$ cat src/rtl/int2flt_pkg.sv
// Shared types and helpers for the sequential integer-to-float converter.
package int2flt_pkg;

    // Rounding direction selected per operand.
    typedef enum logic [1:0] {
        RNE = 2'd0,
        RTZ = 2'd1,
        RUP = 2'd2,
        RDN = 2'd3
    } rnd_mode_t;

    // Converter control states.
    typedef enum logic [1:0] {
        IDLE  = 2'd0,
        NORM  = 2'd1,
        ROUND = 2'd2,
        DONE  = 2'd3
    } state_t;

    // Exponent bias for an exponent field of the given width.
    function automatic int bias(input int exp_w);
        return (32'sd1 <<< (exp_w - 32'sd1)) - 32'sd1;
    endfunction

endpackage

$ cat src/rtl/int2flt_seq_round.sv
// Rounding stage: turns a normalized magnitude into exponent, mantissa and flags.
module flt_round
    import int2flt_pkg::*;
#(
    parameter int MAG_W = 16,
    parameter int LZ_W  = 4,
    parameter int EXP_W = 5,
    parameter int MAN_W = 10
)(
    input  logic [MAG_W-2:0] frac,     // bits below the normalized (hidden) one
    input  logic [LZ_W-1:0]  lz,
    input  logic             sign,
    input  rnd_mode_t        mode,
    output logic [EXP_W-1:0] exp,
    output logic [MAN_W-1:0] mant,
    output logic             inexact,
    output logic             ovf
);

    // Fraction is padded with zeros so guard/sticky fall out naturally when the
    // mantissa field is at least as wide as the fraction.
    localparam int EXT_W   = MAG_W + MAN_W;
    localparam int BIAS_V  = bias(EXP_W);
    localparam int EXP_MAX = (32'sd1 <<< EXP_W) - 32'sd1;

    logic [EXT_W-1:0] ext_s;
    logic [MAN_W-1:0] mant_raw_s;
    logic             guard_s;
    logic             sticky_s;
    logic             inc_s;
    logic [MAN_W:0]   mant_sum_s;
    logic [31:0]      e_s;
    logic             ovf_s;
    logic             inf_s;

    // Extract mantissa/guard/sticky, apply the rounding increment and saturate.
    always_comb begin
        ext_s      = {frac, {(MAN_W+1){1'b0}}};
        mant_raw_s = ext_s[EXT_W-1 -: MAN_W];
        guard_s    = ext_s[EXT_W-1-MAN_W];
        sticky_s   = |ext_s[EXT_W-2-MAN_W:0];

        case (mode)
            RNE:     inc_s = guard_s & (sticky_s | mant_raw_s[0]);
            RTZ:     inc_s = 1'b0;
            RUP:     inc_s = (guard_s | sticky_s) & ~sign;
            RDN:     inc_s = (guard_s | sticky_s) & sign;
            default: inc_s = 1'b0;
        endcase

        mant_sum_s = {1'b0, mant_raw_s} + {{MAN_W{1'b0}}, inc_s};

        // A mantissa carry-out leaves the low bits at zero and bumps the exponent.
        e_s = 32'(BIAS_V) + 32'(MAG_W - 1) - 32'(lz)
              + (mant_sum_s[MAN_W] ? 32'd1 : 32'd0);
        ovf_s = (e_s >= 32'(EXP_MAX));

        case (mode)
            RNE:     inf_s = 1'b1;
            RUP:     inf_s = ~sign;
            RDN:     inf_s = sign;
            default: inf_s = 1'b0;
        endcase

        if (ovf_s) begin
            if (inf_s) begin
                exp  = {EXP_W{1'b1}};
                mant = {MAN_W{1'b0}};
            end else begin
                exp  = {{(EXP_W-1){1'b1}}, 1'b0};
                mant = {MAN_W{1'b1}};
            end
            inexact = 1'b1;
        end else begin
            exp     = e_s[EXP_W-1:0];
            mant    = mant_sum_s[MAN_W-1:0];
            inexact = guard_s | sticky_s;
        end
        ovf = ovf_s;
    end

endmodule

$ cat src/rtl/int2flt_seq.sv
// Multi-cycle integer-to-float converter with valid/ready handshake.
// Normalizes one bit per cycle, then rounds in a single cycle.
module int2flt_seq
    import int2flt_pkg::*;
#(
    parameter int INT_W       = 16,
    parameter int EXP_W       = 5,
    parameter int MAN_W       = 10,
    parameter int SIGNED_MODE = 0
)(
    input  logic                   clk,
    input  logic                   reset,
    input  logic                   in_valid,
    output logic                   in_ready,
    input  logic [INT_W-1:0]       int_in,
    input  logic [1:0]             rnd_mode,
    output logic                   out_valid,
    input  logic                   out_ready,
    output logic [EXP_W+MAN_W:0]   flt_out,
    output logic                   inexact,
    output logic                   ovf
);

    localparam int MAG_W = INT_W;
    localparam int LZ_W  = $clog2(INT_W);
    localparam logic [MAG_W-1:0] MAG_ONE = {{(MAG_W-1){1'b0}}, 1'b1};
    localparam logic [LZ_W-1:0]  LZ_ONE  = {{(LZ_W-1){1'b0}}, 1'b1};

    state_t                 state_r;
    logic [MAG_W-1:0]       mag_r;
    logic [LZ_W-1:0]        lz_r;
    logic                   sign_r;
    rnd_mode_t              mode_r;
    logic                   out_valid_r;
    logic [EXP_W+MAN_W:0]   flt_r;
    logic                   inexact_r;
    logic                   ovf_r;

    logic                   sign_in_s;
    logic [MAG_W-1:0]       mag_in_s;
    logic                   in_ready_s;
    logic                   accept_s;

    logic [EXP_W-1:0]       rnd_exp_s;
    logic [MAN_W-1:0]       rnd_mant_s;
    logic                   rnd_inexact_s;
    logic                   rnd_ovf_s;

    // Split the operand into sign and unsigned magnitude for the selected encoding.
    always_comb begin
        sign_in_s = int_in[INT_W-1];
        if (SIGNED_MODE != 0) begin
            if (sign_in_s) begin
                mag_in_s = ~int_in + MAG_ONE;
            end else begin
                mag_in_s = int_in;
            end
        end else begin
            mag_in_s = {1'b0, int_in[INT_W-2:0]};
        end
    end

    // Ready in IDLE, or in DONE when the held result is being taken this cycle.
    always_comb begin
        case (state_r)
            IDLE:    in_ready_s = 1'b1;
            DONE:    in_ready_s = out_valid_r & out_ready;
            default: in_ready_s = 1'b0;
        endcase
    end

    assign accept_s  = in_valid & in_ready_s;
    assign in_ready  = in_ready_s;
    assign out_valid = out_valid_r;
    assign flt_out   = flt_r;
    assign inexact   = inexact_r;
    assign ovf       = ovf_r;

    flt_round #(
        .MAG_W (MAG_W),
        .LZ_W  (LZ_W),
        .EXP_W (EXP_W),
        .MAN_W (MAN_W)
    ) u_round (
        .frac    (mag_r[MAG_W-2:0]),
        .lz      (lz_r),
        .sign    (sign_r),
        .mode    (mode_r),
        .exp     (rnd_exp_s),
        .mant    (rnd_mant_s),
        .inexact (rnd_inexact_s),
        .ovf     (rnd_ovf_s)
    );

    // Control FSM with registered result and flags.
    always_ff @(posedge clk or negedge reset) begin
        if (!reset) begin
            state_r     <= IDLE;
            mag_r       <= {MAG_W{1'b0}};
            lz_r        <= {LZ_W{1'b0}};
            sign_r      <= 1'b0;
            mode_r      <= RNE;
            out_valid_r <= 1'b0;
            flt_r       <= {(EXP_W+MAN_W+1){1'b0}};
            inexact_r   <= 1'b0;
            ovf_r       <= 1'b0;
        end else if (accept_s) begin
            // New operand, either from IDLE or back-to-back out of DONE.
            mag_r       <= mag_in_s;
            lz_r        <= {LZ_W{1'b0}};
            sign_r      <= sign_in_s;
            mode_r      <= rnd_mode_t'(rnd_mode);
            out_valid_r <= 1'b0;
            if (mag_in_s == {MAG_W{1'b0}}) begin
                // Zero skips normalization; result is ready one edge later.
                state_r   <= DONE;
                flt_r     <= {sign_in_s, {(EXP_W+MAN_W){1'b0}}};
                inexact_r <= 1'b0;
                ovf_r     <= 1'b0;
            end else begin
                state_r   <= NORM;
            end
        end else begin
            case (state_r)
                IDLE: begin
                    state_r <= IDLE;
                end
                NORM: begin
                    if (!mag_r[MAG_W-1]) begin
                        mag_r <= {mag_r[MAG_W-2:0], 1'b0};
                        lz_r  <= lz_r + LZ_ONE;
                    end else begin
                        state_r <= ROUND;
                    end
                end
                ROUND: begin
                    flt_r       <= {sign_r, rnd_exp_s, rnd_mant_s};
                    inexact_r   <= rnd_inexact_s;
                    ovf_r       <= rnd_ovf_s;
                    out_valid_r <= 1'b1;
                    state_r     <= DONE;
                end
                DONE: begin
                    if (!out_valid_r) begin
                        out_valid_r <= 1'b1;
                    end else if (out_ready) begin
                        out_valid_r <= 1'b0;
                        state_r     <= IDLE;
                    end else begin
                        out_valid_r <= 1'b1;
                    end
                end
                default: begin
                    state_r     <= IDLE;
                    out_valid_r <= 1'b0;
                end
            endcase
        end
    end

endmodule
$ cat config.mk
export PLATFORM = sky130hd
export DESIGN_NAME = int2flt_seq
export DESIGN_NICKNAME = d
export VERILOG_FILES = /design/src/rtl/int2flt_pkg.sv /design/src/rtl/int2flt_seq_round.sv /design/src/rtl/int2flt_seq.sv
export SDC_FILE = /design/constraint.sdc
export NUM_CORES = 1
export LEC_CHECK = 0
export ABC_AREA = 1
export CORE_UTILIZATION = 35
export DETAILED_ROUTE_END_ITERATION = 8
export DONT_BUFFER_PORTS = 1
export GPL_TIMING_DRIVEN = 0
export SLEW_MARGIN = 40
export SYNTH_ARGS = -nofsm -noshare
export SYNTH_HDL_FRONTEND = slang
export SYNTH_SLANG_ARGS = --single-unit
$ cat constraint.sdc
create_clock -name clk -period 3.6 [get_ports clk]
set_input_delay 0.36 -clock clk [delete_from_list [all_inputs] [get_ports clk]]
set_output_delay 0.36 -clock clk [all_outputs]
set_load 0.05 [all_outputs]
==> out/results.txt <==
Worst IR Drop VDD -> 0.1897 mV
Clock latency on the worst-skew pair -> 0.30 ns
Final Net Count -> 353
Initial core utilization -> 36.11%
Final worst setup slack -> 0.4348 ns
Top-area cell type share of the netlist area -> 44.88%
Max cap viols -> 0
WHS -> 0.1685 ns
Max Freq -> 315.9 MHz
Die H -> 85.73 µm
Mean post-synth cell area -> 7.864 µm²
Die ar. -> 7349 µm²
Met2 Routed Length -> 2259 µm
CTS tree -> done
Hpwl dp -> 4088 µm
WL final -> 5269 µm
Post-synth top cells -> nand2_1, dfrtp_1, nand3_1
Slew Limit Fails -> 0
Finish-stage setup viols -> 0
Critical path startpoint category -> flip-flop
I/O pin total -> 42
Worst Max-Slew Pin Slew -> 0.6148 ns
Pre-CTS setup slack -> 0.2939 ns
Reg2Reg Depth -> 22
Tmin final -> 3.165 ns
Delay of the slowest critical-path stage -> 0.37 ns
Die width -> 85.73 µm
Yosys reg bits -> 44
Number of synthesized flops with an enable pin -> 0
Synth Cell Area -> 2454 µm²
Gate power share -> 42.2%
Internal -> 1.246 mW
Vias in the first global route -> 1885
CTS root buf -> clkbuf_8
P_leak -> 1.348 nW
Clock power share -> 11.4%
Pwr/cell area -> 963.2 nW/µm²
Crit end category -> flip-flop
Final Util -> 39.87%
Core Region -> 6794 µm²
Rows -> 30
HP Class -> primary input to flip-flop
Sw frac -> 52.26%
Max layer used -> met4
Synth warn -> 0
IO buf count -> 0
Slew margin rel. -> 59.03%
H-tree depth -> 2
Max Fanout on Critical Path -> 10
Syn nets -> 343
Crit-path slowest cell -> dfrtp_1
R2R Path Start -> mag_r[1]$_DFFE_PN0P_
Number of diodes -> 0
Drt wl/cell -> 12.61 µm
CTS max path bufs -> 2
Drt pass-1 iters -> 4
Crit path from -> mag_r[1]$_DFFE_PN0P_
Syn-to-layout area delta -> 10.40%
Proportion of layout cells with a drive suffix above 1 -> 10.87%
Synth unique cells -> 29
DRC Markers -> 0
Clock skew -> 0.006352 ns
Antenna Nets Post-Route -> 0
Met1 WL -> 2692 µm
Synthesized instance count -> 312
Top-count cell post-synth -> nand2_1
Cell accounting for the most synthesized area -> dfrtp_1
Initial antenna violation count -> 0
Pin count of the biggest net entering global routing -> 45
Crit path to -> flt_out[0]$_DFFE_PN0P_
CTS Sinks -> 44
Cell mode on critical path -> nand2_1
Met3 routed WL -> 240 µm
Overflow after GRT -> 0
Crit-path cells -> inv_1 -> nand4_1 -> or2_2 -> nand2_1 -> o21ai_0 -> ha_2 -> ha_1 -> nand3_1 -> nor2_1 -> nand2_1 -> nor4_2 -> ha_1 -> ha_1 -> nand2_1 -> inv_1 -> nand3_1 -> nor2_2 -> nand2_2 -> nand2_2 -> nand2_4 -> nand3_1 -> nand2_1
Main synth FF type -> dfrtp_1
First DRT Iteration DRCs -> 69
Fin crit share -> 87.92%
Vias -> 2006
GRT Total Usage -> 15.41%
Status -> complete, no violations
GP Congestion -> 0.8355
Synth top area cells -> dfrtp_1, nand2_1, nand3_1
Ys async rst share -> 100.0%
WP data required -> 3.79 ns
Vias per inst -> 4.799
Fin Setup TNS -> 0 ns
Flop pwr share -> 46.4%
Final Non-Filler Cells -> 418
Final Hold Fails -> 0
Placed instance count -> 408
Worst Path Arrival -> 3.36 ns
RSZ-0062 raised after global routing -> no
Switching power -> 1.364 mW
First-pass GRT wire length -> 8832 µm
Worst R2R Setup Slack -> 0.43 ns
Total CTS buffers -> 5
Reg2reg end -> flt_out[0]$_DFFE_PN0P_
Register area share after synthesis -> 44.88%
Reg clk slew, reported paths -> 0.08 ns
CP Class -> flip-flop to flip-flop
layout by cell type (no fill, tap or decap), types with 2 or more instances in the layout:
master    count
xor2_1        6
nor2_1       12
o221ai_1     14
nor3_1        3
nand3_1      40
inv_1        36
clkbuf_1      2
nand3_2       2
o21ai_0       8
clkbuf_8      5
ha_1          8
buf_2         5
nand2_1     100
buf_4         2
dfrtp_1      44
nand4_1       4
inv_2         4
o22ai_1       2
nand2_2       8
worst max-delay path, delay by kind of cell, from the launching register on:
family	cells	cell delay (ns)
simple gates	15	1.58
fa+ha+maj	4	0.90
flops	1	0.37
buf+inv	2	0.13
compound gates	1	0.08
registers in the layout, indices dropped and copies added (netlist names):
signal	flops
flt_out	16
mag_r	16
lz_r	4
mode_r	2
state_r	2
inexact	1
out_valid	1
ovf	1
sign_r	1
power by group through the flow:
stage          Clock (mW)  Sequential, mW  Combinational (mW)
2_1_floorplan           0            1.18               0.883
3_3_place_gp            0            1.21                1.07
3_5_place_dp            0            1.22                1.09
4_1_cts             0.308            1.21                1.11
5_1_grt             0.320            1.24                1.28
6_report            0.298            1.21                1.10
stage by stage:
step | power, mW | area [µm²]
6_report | 2.609 | 2709
5_1_grt | 2.838 | 2709
4_1_cts | 2.632 | 2693
3_5_place_dp | 2.315 | 2577
3_3_place_gp | 2.288 | 2574
2_1_floorplan | 2.058 | 2454
per-layer routing:
| metal | vias to the layer above | GRT usage (%) |
|---|---|---|
| met2 | 39 | 22.47 |
| met5 | - | 0 |
| li1 | 1038 | - |
| met4 | 0 | 5.455 |
| met3 | 7 | 3.946 |
| met1 | 922 | 22.07 |
layout make-up:
class | instances | area, µm²
Tap cell | 96 | 120.1
Inverter | 41 | 153.9
Fill cell | 720 | 4085
Multi-Input combinational cell | 219 | 1164
Sequential cell | 44 | 1101
Timing Repair Buffer | 3 | 45.04
Clock inverter | 1 | 5.005
Clock buffer | 6 | 72.57
Buffer | 8 | 47.55
cells by family (layout without fill, tap and decap cells):
| group | after synthesis | count (layout) | share of synthesized area [%] |
|---|---|---|---|
| adder cells (fa/ha/maj) | 9 | 9 | 4.590 |
| AO/OA/AOI/OAI | 28 | 28 | 8.261 |
| AND/OR/NAND/NOR | 175 | 175 | 31.57 |
| XOR/XNOR | 7 | 7 | 2.499 |
| buffers and inverters | 49 | 59 | 8.210 |
| flip-flops | 44 | 44 | 44.88 |
what timing repair did:
item,in CTS,in global routing
hold buffers,2,0
setup endpoints to repair,0,17
buffers inserted,0,1
hold endpoints to repair,44,0
resized for setup,0,3
worst min-delay path by stage:
stage               slack, ns                endpoint         from  cells past startpoint
floorplan                0.06  flt_out[0]$_DFFE_PN0P_        reset                      0
global placement         0.07   out_valid$_DFFE_PN0P_        reset                      0
detailed placement       0.07   out_valid$_DFFE_PN0P_        reset                      0
CTS                      0.16   mode_r[1]$_DFFE_PN0P_  rnd_mode[1]                      2
global route             0.18   mode_r[1]$_DFFE_PN0P_  rnd_mode[1]                      2
finish                   0.17   mode_r[1]$_DFFE_PN0P_  rnd_mode[1]                      2
No activity file was read; power rests on OpenSTA's default activity.
